--- config.mk ---
export PLATFORM = sky130hd
export DESIGN_NAME = uart_rx_cfg
export DESIGN_NICKNAME = d
export VERILOG_FILES = /design/src/rtl/uart_pkg.sv /design/src/rtl/uart_rx_sampler.sv /design/src/rtl/uart_rx_cfg.sv
export SDC_FILE = /design/constraint.sdc
export NUM_CORES = 1
export LEC_CHECK = 0
export CORE_MARGIN = 5
export CORE_UTILIZATION = 64
export CTS_BUF_LIST = sky130_fd_sc_hd__clkbuf_8
export DETAILED_ROUTE_END_ITERATION = 8
export PLACE_DENSITY_LB_ADDON = 0.2
export SYNTH_ARGS = -nofsm -noshare
export SYNTH_HDL_FRONTEND = slang
export SYNTH_HIERARCHICAL = 1
export SYNTH_SLANG_ARGS = --single-unit
--- constraint.sdc ---
create_clock -name s_tick -period 3.6 [get_ports s_tick]
set_input_delay 0.36 -clock s_tick [delete_from_list [all_inputs] [get_ports s_tick]]
set_output_delay 0.36 -clock s_tick [all_outputs]
set_load 0.01 [all_outputs]
--- src/rtl/uart_pkg.sv ---
// Shared types and constants for the configurable UART receiver.
package uart_pkg;

    typedef enum logic [2:0] {
        IDLE,
        START,
        DATA,
        PARITY,
        STOP
    } state_t;

    localparam logic [1:0] PAR_NONE = 2'b00;
    localparam logic [1:0] PAR_EVEN = 2'b01;
    localparam logic [1:0] PAR_ODD  = 2'b10;

    // Smallest oversampling ratio that still leaves room for three mid-bit samples.
    localparam logic [4:0] OS_MIN = 5'd4;

    function automatic logic par_enabled(input logic [1:0] mode);
        return (mode == PAR_EVEN) || (mode == PAR_ODD);
    endfunction

endpackage

--- src/rtl/uart_rx_sampler.sv ---
// Input synchroniser and 3-sample mid-bit majority voter.
module uart_rx_sampler
    import uart_pkg::*;
(
    input  logic       clk,
    input  logic       rst,
    input  logic       rx,
    input  logic [4:0] cnt,
    input  logic [4:0] os,
    output logic       rx_s,
    output logic       bit_val
);

    logic       sync1_q, sync2_q;
    logic       s0_q, s0_d;
    logic       s1_q, s1_d;
    logic [4:0] half;

    assign half = 5'(os >> 1);

    // Two-flop synchroniser; idles high so reset does not look like a start bit.
    always_ff @(posedge clk or posedge rst) begin
        if (rst) begin
            sync1_q <= 1'b1;
            sync2_q <= 1'b1;
        end else begin
            sync1_q <= rx;
            sync2_q <= sync1_q;
        end
    end

    // Capture the first two of the three mid-bit samples.
    always_comb begin
        s0_d = s0_q;
        s1_d = s1_q;
        if (cnt == half - 5'd1) s0_d = sync2_q;
        if (cnt == half)        s1_d = sync2_q;
    end

    // Sample holding registers; their content only matters inside a bit window.
    always_ff @(posedge clk) begin
        s0_q <= s0_d;
        s1_q <= s1_d;
    end

    assign rx_s = sync2_q;
    // Valid on the third sample tick (cnt == half+1), using the live sample.
    assign bit_val = (s0_q & s1_q) | (s0_q & sync2_q) | (s1_q & sync2_q);

endmodule

--- src/rtl/uart_rx_cfg.sv ---
// Configurable UART receiver: FSM, payload assembly, error flags and output handshake.
module uart_rx_cfg
    import uart_pkg::*;
#(
    parameter int DATA_BITS = 8,
    parameter bit LSB_FIRST = 1'b1
) (
    input  logic                 s_tick,
    input  logic                 reset,
    input  logic                 rx,
    input  logic [4:0]           oversampling,
    input  logic [1:0]           parity_mode,
    input  logic                 stop_bits,
    output logic [DATA_BITS-1:0] dout,
    output logic                 dout_valid,
    input  logic                 dout_ready,
    output logic                 rx_done,
    output logic                 parity_err,
    output logic                 frame_err,
    output logic                 break_det,
    output logic                 overrun
);

    localparam logic [3:0] LAST_BIT = 4'(DATA_BITS - 1);

    state_t               state_q, state_d;
    logic [4:0]           cnt_q, cnt_d;
    logic [4:0]           os_q, os_d;
    logic [1:0]           par_q, par_d;
    logic                 stop2_q, stop2_d;
    logic [3:0]           bit_idx_q, bit_idx_d;
    logic                 stop_idx_q, stop_idx_d;
    logic [DATA_BITS-1:0] shreg_q, shreg_d;
    logic                 par_acc_q, par_acc_d;
    logic                 pe_acc_q, pe_acc_d;
    logic                 fe_acc_q, fe_acc_d;
    logic                 zero_acc_q, zero_acc_d;
    logic                 armed_q, armed_d;
    logic [DATA_BITS-1:0] dout_q, dout_d;
    logic                 dout_valid_q, dout_valid_d;
    logic                 rx_done_q, rx_done_d;
    logic                 parity_err_q, parity_err_d;
    logic                 frame_err_q, frame_err_d;
    logic                 break_det_q, break_det_d;
    logic                 overrun_q, overrun_d;

    logic       rx_s, bit_val;
    logic [4:0] half;
    logic       at_last, at_dec;
    logic       complete, fe_fin, zero_fin;

    uart_rx_sampler u_sampler (
        .clk     (s_tick),
        .rst     (reset),
        .rx      (rx),
        .cnt     (cnt_q),
        .os      (os_q),
        .rx_s    (rx_s),
        .bit_val (bit_val)
    );

    assign half    = 5'(os_q >> 1);
    assign at_last = (cnt_q == os_q - 5'd1);
    assign at_dec  = (cnt_q == half + 5'd1);

    // Next-state logic for the frame FSM, assembly/error accumulators and handshake.
    always_comb begin
        state_d      = state_q;
        cnt_d        = cnt_q;
        os_d         = os_q;
        par_d        = par_q;
        stop2_d      = stop2_q;
        bit_idx_d    = bit_idx_q;
        stop_idx_d   = stop_idx_q;
        shreg_d      = shreg_q;
        par_acc_d    = par_acc_q;
        pe_acc_d     = pe_acc_q;
        fe_acc_d     = fe_acc_q;
        zero_acc_d   = zero_acc_q;
        armed_d      = armed_q;
        dout_d       = dout_q;
        dout_valid_d = dout_valid_q;
        rx_done_d    = 1'b0;
        parity_err_d = parity_err_q;
        frame_err_d  = frame_err_q;
        break_det_d  = break_det_q;
        overrun_d    = 1'b0;
        complete     = 1'b0;
        fe_fin       = fe_acc_q | ~bit_val;
        zero_fin     = zero_acc_q & ~bit_val;

        case (state_q)
            IDLE: begin
                cnt_d = 5'd0;
                if (!armed_q) begin
                    // Wait for the line to go high again after a low stop bit.
                    if (rx_s) armed_d = 1'b1;
                end else if (!rx_s && oversampling >= OS_MIN) begin
                    state_d    = START;
                    os_d       = oversampling;
                    par_d      = parity_mode;
                    stop2_d    = stop_bits;
                    bit_idx_d  = 4'd0;
                    stop_idx_d = 1'b0;
                    par_acc_d  = 1'b0;
                    pe_acc_d   = 1'b0;
                    fe_acc_d   = 1'b0;
                    zero_acc_d = 1'b1;
                end
            end
            START: begin
                cnt_d = cnt_q + 5'd1;
                if (cnt_q == half && rx_s) begin
                    state_d = IDLE;
                    cnt_d   = 5'd0;
                end else if (at_last) begin
                    state_d = DATA;
                    cnt_d   = 5'd0;
                end
            end
            DATA: begin
                cnt_d = cnt_q + 5'd1;
                if (at_dec) begin
                    if (LSB_FIRST) shreg_d = {bit_val, shreg_q[DATA_BITS-1:1]};
                    else           shreg_d = {shreg_q[DATA_BITS-2:0], bit_val};
                    par_acc_d  = par_acc_q ^ bit_val;
                    zero_acc_d = zero_fin;
                end
                if (at_last) begin
                    cnt_d = 5'd0;
                    if (bit_idx_q == LAST_BIT) begin
                        state_d    = par_enabled(par_q) ? PARITY : STOP;
                        stop_idx_d = 1'b0;
                    end else begin
                        bit_idx_d = bit_idx_q + 4'd1;
                    end
                end
            end
            PARITY: begin
                cnt_d = cnt_q + 5'd1;
                if (at_dec) begin
                    pe_acc_d   = (par_acc_q ^ bit_val) != (par_q == PAR_ODD);
                    zero_acc_d = zero_fin;
                end
                if (at_last) begin
                    state_d    = STOP;
                    cnt_d      = 5'd0;
                    stop_idx_d = 1'b0;
                end
            end
            STOP: begin
                cnt_d = cnt_q + 5'd1;
                if (at_dec && (stop_idx_q == stop2_q)) begin
                    // Finish mid-window so a following start edge is not missed.
                    complete = 1'b1;
                    state_d  = IDLE;
                    cnt_d    = 5'd0;
                    armed_d  = bit_val;
                end else begin
                    if (at_dec) begin
                        fe_acc_d   = fe_fin;
                        zero_acc_d = zero_fin;
                    end
                    if (at_last) begin
                        stop_idx_d = 1'b1;
                        cnt_d      = 5'd0;
                    end
                end
            end
            default: begin
                state_d = IDLE;
                cnt_d   = 5'd0;
            end
        endcase

        if (dout_valid_q && dout_ready) dout_valid_d = 1'b0;

        if (complete) begin
            dout_d       = shreg_q;
            dout_valid_d = 1'b1;
            rx_done_d    = 1'b1;
            parity_err_d = pe_acc_q;
            frame_err_d  = fe_fin;
            break_det_d  = zero_fin;
            overrun_d    = dout_valid_q && !dout_ready;
        end
    end

    // State and output registers; reset discards any partial frame.
    always_ff @(posedge s_tick or posedge reset) begin
        if (reset) begin
            state_q      <= IDLE;
            cnt_q        <= 5'd0;
            os_q         <= 5'd0;
            par_q        <= PAR_NONE;
            stop2_q      <= 1'b0;
            bit_idx_q    <= 4'd0;
            stop_idx_q   <= 1'b0;
            shreg_q      <= '0;
            par_acc_q    <= 1'b0;
            pe_acc_q     <= 1'b0;
            fe_acc_q     <= 1'b0;
            zero_acc_q   <= 1'b0;
            armed_q      <= 1'b1;
            dout_q       <= '0;
            dout_valid_q <= 1'b0;
            rx_done_q    <= 1'b0;
            parity_err_q <= 1'b0;
            frame_err_q  <= 1'b0;
            break_det_q  <= 1'b0;
            overrun_q    <= 1'b0;
        end else begin
            state_q      <= state_d;
            cnt_q        <= cnt_d;
            os_q         <= os_d;
            par_q        <= par_d;
            stop2_q      <= stop2_d;
            bit_idx_q    <= bit_idx_d;
            stop_idx_q   <= stop_idx_d;
            shreg_q      <= shreg_d;
            par_acc_q    <= par_acc_d;
            pe_acc_q     <= pe_acc_d;
            fe_acc_q     <= fe_acc_d;
            zero_acc_q   <= zero_acc_d;
            armed_q      <= armed_d;
            dout_q       <= dout_d;
            dout_valid_q <= dout_valid_d;
            rx_done_q    <= rx_done_d;
            parity_err_q <= parity_err_d;
            frame_err_q  <= frame_err_d;
            break_det_q  <= break_det_d;
            overrun_q    <= overrun_d;
        end
    end

    assign dout       = dout_q;
    assign dout_valid = dout_valid_q;
    assign rx_done    = rx_done_q;
    assign parity_err = parity_err_q;
    assign frame_err  = frame_err_q;
    assign break_det  = break_det_q;
    assign overrun    = overrun_q;

endmodule
* Word-level counts from Yosys, hierarchy flattened *
Cells that the tools add are included.

operators by class
  reductions and logical operators = 26
  order comparisons = 1
  $add $sub $neg = 5
  bitwise operators = 9
  equal/unequal tests = 26
  mux-type cells = 49
  shift-type cells = 0
  multiply operators = 0
  div/mod/pow operators = 0

operator list
  cell                                                               number
  2-to-1 mux 3 bit                                                   9
  2-to-1 mux 1 bit                                                   24
  inequality test 2 bit, second input constant                       12
  2-to-1 mux 4 bit                                                   4
  == test 5 bit                                                      3
  2-to-1 mux 5 bit                                                   3
  one-hot mux 3 bit (5 select lines)                                 1
  one-hot mux 5 bit (3 select lines)                                 1
  AND reduction 4 bit                                                3
  AND reduction 5 bit                                                2
  one-hot mux 1 bit (2 select lines)                                 4
  one-hot mux 4 bit (2 select lines)                                 1
  AND reduction 8 bit                                                1
  nonzero test 2 bit                                                 4
  AND reduction 7 bit                                                1
  == test 3 x 2 -> 1 bit, second input constant                      2
  adder 4 x 1 -> 5 bit, second input constant                        1
  adder 5 x 1 -> 5 bit, second input constant                        1
  == test 5 x 4 -> 1 bit                                             1
  greater-or-equal comparator 5 x 3 -> 1 bit, second input constant  1
  logical AND 1 bit                                                  5
  subtractor 4 x 1 -> 5 bit, second input constant                   1
  subtractor 5 x 1 -> 5 bit, second input constant                   1
  adder 4 x 1 -> 4 bit, second input constant                        1
  22 further kinds                                                   29

word-level totals
  RAM bits = 0
  memories = 0
  register bits = 52
  output and inout port bits = 14
  logic and storage cells = 140
  bits of input ports = 12
  latch bits = 0
  bits in read-only memories = 0

* Logic depth before layout (Yosys ltp) *
  depth after elaboration = 8
  depth in mapped cells = 9
  depth with buffers taken out = 8

* By module *
The synthesis kept the hierarchy.

by module, submodules not included
  module           times used  area each (um^2)  sequential area each (um^2)  cells an instance
  uart_rx_cfg      1           2,419.8           1,202.4                      227
  uart_rx_sampler  1           276.5             112.6                        26

* Least setup slack after synthesis *
Ideal clock, no wire load.

  path type = register to register
  start point = register os_q[2]
  end point = register dout_q[4], in the netlist dout[4]
  slack = 1,201 ps
  arrival = 2,272 ps
  period minus slack after synthesis = 2,399 ps
  path buffers = 1
  library setup time = 127 ps
  cell stages (with the launch flop) = 9
  data required time = 3,473 ps
  cells stage by stage = dfrtp_1 -> inv_1 -> ha_1 -> xor2_1 -> a211oi_2 -> nand2_2 -> nor4_4 -> buf_6 -> mux2_1

on the way
  longest elaborated chain between the ends = 5

RTL lines
  element                 RTL line            source
  from (decl)             uart_rx_cfg.sv:28   logic [4:0] os_q, os_d;
  from (signal assigned)  uart_rx_cfg.sv:215  os_q <= os_d;
  adder 4 x 1 -> 5 bit    uart_rx_cfg.sv:64   assign at_dec = (cnt_q == half + 5'd1);
  == test 5 bit           uart_rx_cfg.sv:64
  logical AND 1 bit       uart_rx_cfg.sv:153  if (at_dec && (stop_idx_q == stop2_q)) begin
  2-to-1 mux 1 bit        uart_rx_cfg.sv:153
  2-to-1 mux 1 bit        uart_rx_cfg.sv:92   case (state_q)
  net complete            uart_rx_cfg.sv:50   logic complete, fe_fin, zero_fin;
  to (signal assigned)    uart_rx_cfg.sv:226  dout_q <= dout_d;
  to (decl)               uart_rx_cfg.sv:39   logic [DATA_BITS-1:0] dout_q, dout_d;

The timed path passes the listed nets, and every way through them passes these cells.
A chain may end at the register's enable or synchronous reset.

* Worst setup path in the final report *
  start point = register os_q[1]
  end point = register stop_idx_q

on the way
  longest elaborated chain between the ends = 5
  elaborated cells between the ends (all ways) = 10
  those cells by class = 2 x add/sub; 6 x eq/ne; 2 x reduce/logical

RTL lines
  element                                 RTL line            source
  adder 4 x 1 -> 5 bit                    uart_rx_cfg.sv:64
  == test 5 bit                           uart_rx_cfg.sv:64
  logical AND 1 bit                       uart_rx_cfg.sv:153
  inequality test 2 bit (no source line)  -
  AND reduction 8 bit (no source line) *  -
  to (signal assigned)                    uart_rx_cfg.sv:219  stop_idx_q <= stop_idx_d;
  to (decl)                               uart_rx_cfg.sv:32   logic stop_idx_q, stop_idx_d;

Every way passes the cells marked *; elsewhere a longest branch is shown, timed or not.

==> metrics.txt <==
Hold Path Class flop to flop; Synth Net Count approximately 270; grt ovf 0; Worst EP arrival roughly 2.8 ns; Setup crit end kind flop; first-pass GRT wire length 9039 um; Synth Flop Type dfrtp_1; Tightest Pin Transition about 0.96 ns; slowest stage cell, crit path a2111oi_4; total CTS buffers 5; crit share post-route between 70 and 80%; Max Cap Viol 0; Lkg Pwr ~1.4 nW; drt wl/cell 15.99 um; FF+latch count, synth 52; Synth area leader dfrtp_1; status finished, final reports clean; most frequent cell after synthesis dfrtp_1; Reg clk slew, reported paths approximately 0.09 ns; # rows 23; Worst R2R Start os_q[1]; Yosys Warn Count 6; DR DRC count 0; Die X roughly 75 um; RSZ-0062 raised after global routing false; # hold bufs at CTS 0; hold endpoint u_sampler/rx_s; Mapped Area 0.002696 mm2; xor and xnor area share after synthesis under 10%; largest family of logic cells by synthesized area simple AND/OR/NAND/NOR gates; largest net degree at the start of global routing 49; clk buf depth 2; core area 0.004029 mm2; Max VDD drop a little over 0.5 mV; R2R setup slack 0.93 ns; DR iter-0 viols between 100 and 150; Final Wtd Congestion 0.9268; CTS resizes 0; Synth area leaders dfrtp_1, mux2_2, xnor2_1; DP Worst Slack 1.025 ns; startpoint types flop; Post-synth top cells dfrtp_1, nand2_1, inv_1; Area Growth Syn to Fin 14.71%; routed vias around 2000; Synth async-reset ratio a little over nine tenths; CTS Sinks 52; number of flops mapped to enable cells by yosys 2; share of post-route cells with drive strength above 1 12.41%; CTS root buffer clkbuf_8; WL final about 5300 um; DRT Pass-1 Iters 4; nets@finish ~300; Sum Neg Setup Slack 0 ns; sequence of cells on the critical path inv_1 > ha_1 > xor2_1 > o22ai_1 > a2111oi_4 > nor2_1 > a2111oi_0 > o22ai_1; GRT Overall Usage between 20% and 30%; Fillers ~280; Clk Latency, worst-skew pair between 0.3 and 0.4 ns; Avg Cell Area, Syn 10.66 um2; FMAX roughly 0.38 GHz; Cell variety after synth 54; routed vias/inst approximately 6; Seq/Total Area, Yosys between 40% and 50%; Inserted Diodes 0; initial antenna violation count 0; CTS tree done; Synth Area in Simple Gates about 13%; H-tree levels 2; Crit path required time between 3 and 4 ns; crit path kind flop to flop; total setup buffers inserted after CTS 0; Most Frequent Cell on Critical Path o22ai_1; remaining antenna violation count 0; setup ws final around 0.93 ns; R2R depth 8; number of port buffers 25; crit path max fanout 9; critical path's largest stage delay 0.61 ns; hold_sp u_sampler/sync1_q; Adder-Cell Fraction of Synth Area between 4 and 5%; vias in the first global route 2000; DPL Wire Length just under 4000 um; Initial Utilization between 60% and 70%; DIE HEIGHT 74.91 um; Syn Inst Count approximately 250; full die area between 0.005 and 0.006 mm2; RR Endpoint stop_idx_q; Max transition margin 36.15%; Final Total Pwr ~2.4 mW; post-synthesis mux area share ~8.2%; Slew Viols, Final 0; hold path cells 0; IO Pins 26; Power Dens Cells around 770 mW/mm2; Max Clock Skew approximately 0.0042 ns; post-synthesis compound-gate area fraction 13.32%; Fin. Hold Viols 0; post-synth top area share 43.62%; Setup Viol. Count Final 0; Final Util 76.77%; fin crit period 2.665 ns
kinds of logic (layout without fill, tap and decap cells):
| family | after synthesis | after routing |
|---|---|---|
| AND/OR/NAND/NOR | 75 | 75 |
| flip-flops | 52 | 52 |
| AO/OA/AOI/OAI | 46 | 46 |
| buffers and inverters | 26 | 55 |
| XOR/XNOR | 25 | 25 |
| multiplexers | 20 | 20 |
| adder cells (fa/ha/maj) | 9 | 9 |
layout make-up:
type	instances	area, um2	area share [%]
Sequential cell	52	1315	42.52
Multi-Input combinational cell	175	1277	41.30
Timing Repair Buffer	28	272.8	8.819
Clock buffer	6	82.58	2.670
Inverter	19	71.32	2.306
Tap cell	50	62.56	2.023
Clock inverter	2	11.26	0.3641
metal layers:
metal	global-route usage (%)	wire length, um
met5	0	0
met4	6.917	73
met3	4.673	288
met2	38.68	2697
met1	25.50	2250
state kept, by name (all words and copies together) (netlist names), 2 cells and up:
signal / cells
shreg_q: 8
dout: 8
state_q: 3
os_q: 5
par_q: 2
bit_idx_q: 4
cnt_q: 5
worst max-delay path, delay by kind of cell, from the launching register on:
kind                       cells  cell delay [ns]
AOI/OAI and AO/OA              4             1.38
adders and majority gates      1             0.25
buffers and inverters          1             0.17
xor gates and xnor gates       1             0.17
and+or+nand+nor                1             0.07
DFF                            1             0.48
layout by cell type, fill, tap and decap left out, types with 2 or more instances in the layout:
| cell | n |
|---|---|
| dfrtp_1 | 47 |
| nand2_1 | 26 |
| clkdlybuf4s50_1 | 25 |
| inv_1 | 19 |
| xnor2_1 | 17 |
| nor2_1 | 16 |
| mux2_2 | 14 |
| nand3_1 | 11 |
| o21ai_0 | 10 |
| xor2_1 | 8 |
| ha_1 | 8 |
| clkbuf_8 | 6 |
| nor3_1 | 5 |
| mux2i_1 | 4 |
| o31ai_1 | 4 |
| nor2b_1 | 3 |
| a21oi_1 | 3 |
| a21o_1 | 3 |
| and3_1 | 3 |
| dfstp_2 | 3 |
| buf_4 | 3 |
| a211oi_2 | 2 |
| mux2_1 | 2 |
| a31oi_1 | 2 |
| o32a_1 | 2 |
| o21bai_1 | 2 |
| o22ai_1 | 2 |
| or3_1 | 2 |
| o211ai_1 | 2 |
| a211o_1 | 2 |
| edfxtp_1 | 2 |
per-stage QoR:
step	area, um2	instances	hold slack, ns
finish	3093	332	0.3644
global placement	2999	324	0.3460
floorplan	2696	253	0.2715
global route	3093	332	0.3739
CTS	3093	332	0.3662
detailed placement	2999	324	0.3501
worst max-delay path by stage:
stage | from | end | slack (ns) | cells past startpoint
after floorplan | os_q[2] | dout[4] | 1.20 | 8
after global routing | os_q[2] | shreg_q[4] | 0.79 | 8
final | os_q[1] | stop_idx_q | 0.93 | 8
after CTS | os_q[1] | stop_idx_q | 0.99 | 8
after global placement | os_q[2] | shreg_q[0] | 1.16 | 8
after detailed placement | os_q[1] | stop_idx_q | 1.03 | 8
power breakdown:
group | internal, mW | leakage, nW | switching, mW | total, mW
clock network | 0.154 | 0.0486 | 0.189 | 0.342
registers | 0.733 | 0.680 | 0.213 | 0.946
logic | 0.478 | 0.665 | 0.600 | 1.08
total | 1.37 | 1.39 | 1.00 | 2.37
Note: power is estimated with default switching activity, not from simulation.
